--- src/rtl/cache_stats_reader.sv ---
// ---------------------------------------------------------------------------
// cache_stats_reader
//
// Sweeps the cache statistics counters held in the performance controller.
// Each record is a 64-bit counter. The block reads it as two 32-bit words
// (lo then hi) through a select/return word pair. It presents each assembled
// record on a valid/ready stream and pulses done_o once the last record has
// been accepted.
//
// Counting in the controller is controlled by comm_o[24]. It follows the host
// enable_i. With FREEZE_ON_READ=1 it is forced low for the whole sweep, so the
// records of one sweep form a consistent snapshot.
//
// Configuration macro: DATA_POLICY_DLEASE_STATS_EN
//   defined   : 9 records (0..8), adds the lease statistics
//               (expired, defaulted, multi-expired, default-misses, random
//               evictions)
//   undefined : 4 records (0..3): hits, misses, writebacks, walltime
//
// Parameters
//   READ_LATENCY    cycles a select is held before the returned word is
//                   captured (1..15)
//   FREEZE_ON_READ  1: suspend counting while a sweep is in progress
//
// Ports
//   clock_i               rising-edge clock
//   reset_i               synchronous, active-high reset
//   enable_i              host request for statistics counting
//   start_i               one-cycle pulse, starts a sweep (ignored while busy)
//   comm_o[31:0]          controller config word: [4:0] word select,
//                         [24] count enable, other bits 0
//   comm_i[31:0]          statistics word returned by the controller
//   select_data_record_o  record-path select, fixed to the statistics path
//   data_o[63:0]          assembled counter {hi word, lo word}
//   index_o[3:0]          record number of data_o
//   valid_o / ready_i     record handshake, transfer when both are high
//   busy_o                sweep in progress
//   done_o                one-cycle pulse when a sweep completes
// ---------------------------------------------------------------------------
module cache_stats_reader #(
  parameter int unsigned READ_LATENCY   = 2,
  parameter bit          FREEZE_ON_READ = 1'b1
) (
  input  logic        clock_i,
  input  logic        reset_i,
  input  logic        enable_i,
  input  logic        start_i,
  output logic [31:0] comm_o,
  input  logic [31:0] comm_i,
  output logic [1:0]  select_data_record_o,
  output logic [63:0] data_o,
  output logic [3:0]  index_o,
  output logic        valid_o,
  input  logic        ready_i,
  output logic        busy_o,
  output logic        done_o
);

`ifdef DATA_POLICY_DLEASE_STATS_EN
  localparam logic [3:0] LAST_RECORD = 4'd8;
`else
  localparam logic [3:0] LAST_RECORD = 4'd3;
`endif

  // Latency counter reload value. The counter runs READ_LATENCY-1 down to 0,
  // so a legal latency (max 15) never needs more than 4 bits.
  localparam logic [3:0] LAT_RELOAD = 4'(READ_LATENCY - 1);

  typedef enum logic [2:0] {
    IDLE,
    SEL_LO,
    SEL_HI,
    PUSH,
    DONE
  } state_e;

  state_e      state_q, state_d;
  logic [3:0]  rec_q, rec_d;
  logic [3:0]  lat_q;
  logic [4:0]  sel_d;
  logic [31:0] comm_d;

  // Word select of the lo half of a record; the hi half is always lo+1.
  // Records 0..6 are packed pairs starting at word 0. Words 14/15 are not
  // statistics, so records 7 and 8 skip over them (16/17, 18/19).
  function automatic logic [4:0] lo_select(input logic [3:0] rec);
    logic [4:0] sel;
    sel = {rec, 1'b0};
`ifdef DATA_POLICY_DLEASE_STATS_EN
    if (rec >= 4'd7) begin
      sel = sel + 5'd2;
    end
`endif
    return sel;
  endfunction

  // -------------------------------------------------------------------------
  // Next-state logic
  // -------------------------------------------------------------------------
  always_comb begin
    // NOTE: every signal driven here gets a default first, so no path through
    // the case statement can leave one unassigned and infer a latch.
    state_d = state_q;
    rec_d   = rec_q;

    case (state_q)
      IDLE: begin
        if (start_i) begin
          state_d = SEL_LO;
          rec_d   = '0;
        end
      end
      SEL_LO: begin
        if (lat_q == 4'd0) state_d = SEL_HI;
      end
      SEL_HI: begin
        if (lat_q == 4'd0) state_d = PUSH;
      end
      PUSH: begin
        if (ready_i) begin
          if (rec_q == LAST_RECORD) begin
            state_d = DONE;
          end else begin
            state_d = SEL_LO;
            rec_d   = rec_q + 4'd1;
          end
        end
      end
      DONE: begin
        state_d = IDLE;
      end
      default: begin
        state_d = IDLE;
      end
    endcase
  end

  // comm_o is registered from the next state. The select then changes in
  // the same cycle the FSM enters a select state, which starts the latency
  // window on time. Reset also clears comm_o.
  // The hi select is held through PUSH. The controller keeps returning the
  // same word while the consumer stalls.
  always_comb begin
    sel_d = '0;
    case (state_d)
      SEL_LO:       sel_d = lo_select(rec_d);
      SEL_HI, PUSH: sel_d = lo_select(rec_d) | 5'd1;
      default:      sel_d = '0;
    endcase

    comm_d      = '0;
    comm_d[4:0] = sel_d;
    comm_d[24]  = enable_i && !((state_d != IDLE) && FREEZE_ON_READ);
  end

  // -------------------------------------------------------------------------
  // State and datapath registers
  // -------------------------------------------------------------------------
  always_ff @(posedge clock_i) begin
    // NOTE: non-blocking assignments here. All registers then update together
    // from the values of the previous cycle, no matter how statements are ordered.
    if (reset_i) begin
      state_q <= IDLE;
      rec_q   <= '0;
      lat_q   <= '0;
      comm_o  <= '0;
      data_o  <= '0;
      index_o <= '0;
    end else begin
      state_q <= state_d;
      rec_q   <= rec_d;
      comm_o  <= comm_d;

      // Reload whenever a new select is about to be driven; otherwise count
      // down and hold at zero so the counter cannot wrap while waiting.
      if ((state_d != state_q) && ((state_d == SEL_LO) || (state_d == SEL_HI))) begin
        lat_q <= LAT_RELOAD;
      end else if (lat_q != 4'd0) begin
        lat_q <= lat_q - 4'd1;
      end

      if ((state_q == SEL_LO) && (lat_q == 4'd0)) begin
        data_o[31:0] <= comm_i;
      end
      if ((state_q == SEL_HI) && (lat_q == 4'd0)) begin
        data_o[63:32] <= comm_i;
        index_o       <= rec_q;
      end
    end
  end

  // -------------------------------------------------------------------------
  // State-decoded outputs
  // -------------------------------------------------------------------------
  assign select_data_record_o = 2'b00;
  assign valid_o              = (state_q == PUSH);
  assign busy_o               = (state_q != IDLE);
  assign done_o               = (state_q == DONE);

endmodule

--- config.mk ---
export PLATFORM = sky130hd
export DESIGN_NAME = cache_stats_reader
export DESIGN_NICKNAME = d
export VERILOG_FILES = /design/src/rtl/cache_stats_reader.sv
export SDC_FILE = /design/constraint.sdc
export NUM_CORES = 1
export LEC_CHECK = 0
export CAP_MARGIN = 30
export CORE_ASPECT_RATIO = 0.7
export CORE_MARGIN = 1.5
export CORE_UTILIZATION = 50
export DETAILED_ROUTE_END_ITERATION = 6
export DONT_BUFFER_PORTS = 1
export PLACE_DENSITY = 0.64
export SETUP_SLACK_MARGIN = 0.02
export SLEW_MARGIN = 10
export SYNTH_ARGS = -nofsm -noshare
export SYNTH_HDL_FRONTEND = slang
export SYNTH_SLANG_ARGS = --single-unit
--- constraint.sdc ---
create_clock -name clock_i -period 1.9 [get_ports clock_i]
set_input_delay 0.19 -clock clock_i [delete_from_list [all_inputs] [get_ports clock_i]]
set_output_delay 0.19 -clock clock_i [all_outputs]
set_load 0.01 [all_outputs]
# Word-level counts from Yosys, hierarchy flattened
# Index checks and enable logic that the tools add are counted.
# classes
n_addsub	2
eq_ne	9
mux	13
n_reduce_logical	14
# op_table
cell	count
2-to-1 mux 3 bit	5
== test 3 x 2 -> 1 bit, second input constant	4
2-to-1 mux 4 bit	3
case mux 3 bit (4 select lines)	1
case mux 5 bit (2 select lines)	1
case mux 4 bit (2 select lines)	1
== test 3 x 1 -> 1 bit, second input constant	2
nonzero test 3 bit	2
adder 4 x 1 -> 4 bit, second input constant	1
== test 4 x 2 -> 1 bit, second input constant	1
logical AND 1 bit	4
logical NOT 4 bit	1
nonzero test 4 bit	1
OR reduction 2 bit	2
subtractor 4 x 1 -> 4 bit, second input constant	1
== test 3 bit, second input constant	1
logical NOT 3 bit	1
inequality test 3 bit	1
2-to-1 mux 1 bit	2
nonzero test 2 bit	1
logical NOT 1 bit	1
logical OR 1 bit	1
# totals
register_bits	111
in_bits	37
elab_cells	47

# Depth between registers and ports, before layout
# logic_depth
ltp_word	8
depth_mapped	9
depth_no_buf	6

# Least setup slack after synthesis
# Ideal clock, no wire load.
# synth_path
kind	reg2reg
from	reg lat_q[0]
to	reg data_o[42]
setup_time_ns	0.132
t_arrival_ns	1.793
t_required_ns	1.768
path_slack_ns	-0.025
path_stages_with_launch	10
path_cell_list	dfxtp_1 > inv_1 > ha_1 > or3b_1 > buf_6 > or3_1 > buf_2 > buf_2 > nand2_1 > a21oi_1
# synth_via
elab_chain_cells	2
# synth_lines
element	line	rtl
start: declaration	79	logic [3:0] lat_q;
start signal: assignment	179	lat_q <= lat_q - 4'd1;
logical NOT 4 bit	185	if ((state_q == SEL_HI) && (lat_q == 4'd0)) begin
logical AND 1 bit	185	
end signal: assignment	186	data_o[63:32] <= comm_i;
end: declaration	51	output logic [63:0] data_o,
# No other way between the ends.
# A chain may end at the register's enable or synchronous reset.

# Worst setup path after layout
# layout_path
from	reg lat_q[0]
to	reg comm_o[24]
# layout_via
elab_chain_cells	6
elab_cells_between_ends	7
classes_between	mux (3); reduce/logical (4)
# layout_lines
element	line	rtl
logical NOT 4 bit *	114, 117	
2-to-1 mux 3 bit (on tied branches)	117, 114	
case mux 3 bit (4 select lines) *	106	case (state_q)
nonzero test 3 bit *	153	comm_d[24] = enable_i && !((state_d != IDLE) && FREEZE_ON_READ);
logical NOT 1 bit *	153	
logical AND 1 bit *	153	
end signal: assignment	172	comm_o <= comm_d;
end: declaration	48	output logic [31:0] comm_o,
# Mark *: on every way between the ends. The rest lies on a longest branch, timed or not.

==> results.sh <==
export IMPL_wl_per_cell_um=14.5
export IMPL_maxClockFrequency_ghz=0.538
export IMPL_path_buf_inv=1
export IMPL_die_h_um=71.2
export IMPL_synth_top_family_by_area="simple AND/OR/NAND/NOR gates"
export IMPL_fin_area_sq_um=3950
export IMPL_overflow=0
export IMPL_crit_path_end_kind="flip-flop"
export IMPL_max_vdd_ir_drop_v=0.000482
export IMPL_synth_compound_area_share_pct=13.5
export IMPL_dr_total_vias=2777
export IMPL_p_leak_nw=1.46
export IMPL_cp_slowest_cell="or3b_4"
export IMPL_cts_root_buffer="clkbuf_8"
export IMPL_cts_inserted_buffers=9
export IMPL_drc=0
export IMPL_grt_pass1_vias=2586
export IMPL_drt_first_pass_iters=4
export IMPL_fillers=567
export IMPL_final_common_cell="nand2_1"
export IMPL_nNetsFinal=487
export IMPL_crit_chain="inv_2 > ha_4 > or3b_4 > mux2_4 > a211oi_4 > and4b_1"
export IMPL_tritoncts="yes"
export IMPL_n_antenna_cell=0
export IMPL_start_util_pct=52.5
export IMPL_path_class="flip-flop to flip-flop"
export IMPL_dp_slack_ns=-0.0629
export IMPL_core_area_sq_um=6340
export IMPL_status="finished clean"
export IMPL_post_drt_via_cell_ratio=5.10
export IMPL_timing_final_crit_share_pct=97.9
export IMPL_ys_ff_latch=85
export IMPL_netlist_area_sq_um=3320
export IMPL_routed_wl_mm=7.89
export IMPL_finalCriticalPeriod_ns=1.86
export IMPL_crit_family="simple AND/OR/NAND/NOR gates"
export IMPL_maxCapViolCount=0
export IMPL_grtUsageTotal_pct=22.6
export IMPL_path_max_fanout=6
export IMPL_clock_path_buffers=2
export IMPL_hold_viol_final=0
export IMPL_ys_flop_type="dfxtp_1"
export IMPL_final_cell_mix="nand2_1 (143), dfxtp_1 (83), a21oi_1 (74)"
export IMPL_antenna_found_initial=0
export IMPL_syn_to_final_growth_pct=18.9
export IMPL_h_tree_depth=3
export IMPL_yosysWarnings=0
export IMPL_required_ns=2.18
export IMPL_syn_mean_instance_area_sq_um=8.15
export IMPL_setup_violations=0
export IMPL_clkTransAtPathRegs_ns=0.08
export IMPL_core_rowCount=24
export IMPL_whs_ns=0.0398
export IMPL_finClkSkew_ns=0.00937
export IMPL_die_w_um=100
export IMPL_die_area_sq_um=7150
export IMPL_setup_slack_ns=0.0408
export IMPL_yosysUniqueCellTypes=35
export IMPL_finalMaxSlewViolations=0
export IMPL_slowest_delay_ns=0.41
export IMPL_synthXorXnorAreaFrac_pct=0
export IMPL_drtIter0Drc=168
export IMPL_grt_pass1_wl_mm=12.6
export IMPL_postSynthCellCount=408
export IMPL_gp_congestion=0.787
export IMPL_drtAntennaViolNets=0
export IMPL_synth_edf_count=0
export IMPL_multi_input_area_sq_um=1410
export IMPL_clk_latency_ns=0.34
export IMPL_powerDensity_nw_per_um2=1110
export IMPL_clkSinkCount=85
export IMPL_ys_seq_area_share_pct=51.2
export IMPL_synthArstFlopShare_pct=0
export IMPL_grt_setup_unrepaired="yes"
export IMPL_synth_fa_ha_area_share_pct=0.753
export IMPL_synth_simple_area_share_pct=23.8
export IMPL_cp_arrival_ns=2.14
export IMPL_hold_class="input port to flip-flop"
export IMPL_dp_hpwl_mm=5.19
export IMPL_io_buffers=0
export IMPL_post_route_util_pct=62.4
export IMPL_cp_start_kind="flip-flop"
export IMPL_ff_latch_area_sq_um=1700
export IMPL_drive_gt1_share_pct=11.9
export IMPL_grt_start_max_net_pins=75
export IMPL_io_pins=142
export IMPL_place_area_sq_um=3400
export IMPL_synth_area_mux_share_pct=0.452
[synthesized netlist by cell type, drive strengths merged, types with 2 or more instances]
library cell | number | area [sq um]
or3 | 5 | 31.3
or3b | 3 | 26.3
a211oi | 2 | 27.5
nor2 | 7 | 26.3
nor3 | 3 | 26.3
a21oi | 74 | 370
clkbuf | 12 | 45.0
ha | 2 | 25.0
nor2b | 2 | 12.5
inv | 3 | 11.3
and4b | 2 | 20.0
buf | 41 | 282
dfxtp | 85 | 1700
nand2 | 143 | 537
nand2b | 4 | 25.0
nand3 | 4 | 20.0
nor3b | 3 | 22.5
[worst register-to-register path, cell delays in order, from the launching register on]
cell	delay (ns)
dfxtp_2	0.33
inv_2	0.06
ha_4	0.13
or3b_4	0.41
mux2_4	0.33
a211oi_4	0.31
and4b_1	0.23
[metal layers]
layer	global-route usage [%]	vias to the layer above	routed length [um]	part of all wire [%]
met3	9.17	4	703	8.9
li1	-	1358	-	-
met5	0	-	0	0
met4	7.04	0	46	0.58
met1	28.4	1293	3490	44
met2	35.8	122	3650	46
[stage by stage]
stage / instances / total power [mW] / setup TNS (ns)
2_1_floorplan: 435 / 2.93 / 0
3_3_place_gp: 494 / 3.16 / -0.0388
3_5_place_dp: 494 / 3.18 / -1.13
4_1_cts: 544 / 4.42 / 0
5_1_grt: 544 / 4.67 / -0.150
6_report: 544 / 4.39 / 0
[area by class of cell]
class	count	area share (%)
flip-flops and latches	85	43.1
multi-input cells	294	35.7
repair buffers	55	13.8
clock buffers	10	3.23
well taps	91	2.88
clock inverters	6	1.01
inverters	3	0.285
[report_power, final]
group	leakage (nW)	internal (mW)	switching [mW]
Clock	0.0860	0.473	0.627
Combinational	0.688	0.495	0.614
Sequential	0.689	1.97	0.211
[logic make-up (layout without fill, tap and decap cells)]
| family | Yosys count | count (layout) |
|---|---|---|
| AND/OR/NAND/NOR | 181 | 181 |
| flip-flops | 85 | 85 |
| AO/OA/AOI/OAI | 82 | 82 |
| buffers and inverters | 56 | 74 |
| adder cells (fa/ha/maj) | 2 | 2 |
| other | 1 | 28 |
| multiplexers | 1 | 1 |
[worst paths after layout]
path	start	to	slack (ns)	depth (start not counted)
worst max-delay path	lat_q[0]$_SDFFE_PP0P_	comm_o[24]$_SDFF_PP0_	0.04	6
worst min-delay path	reset_i	rec_q[0]$_SDFF_PP0_	0.04	2
worst max register to register	lat_q[0]$_SDFFE_PP0P_	comm_o[24]$_SDFF_PP0_	0.04	6
worst min register to register	data_o[15]$_SDFFE_PP0P_	data_o[15]$_SDFFE_PP0P_	0.50	2
[flip-flops by register name, indices dropped and copies added, names as in the netlist]
register / cells
state_q: 3
rec_q: 4
data_o: 64
lat_q: 4
comm_o: 6
index_o: 4
[repair_timing]
item / 4_1_cts / 5_1_grt
pin swaps: 3 / 2
endpoints found under the setup margin: 47 / 42
gates resized for setup: 6 / 4
endpoints found under the hold margin: 74 / 0
hold buffers: 33 / 0
setup buffers: 1 / 0
cloned: 0 / 0
(Power assumes the default switching activity.)
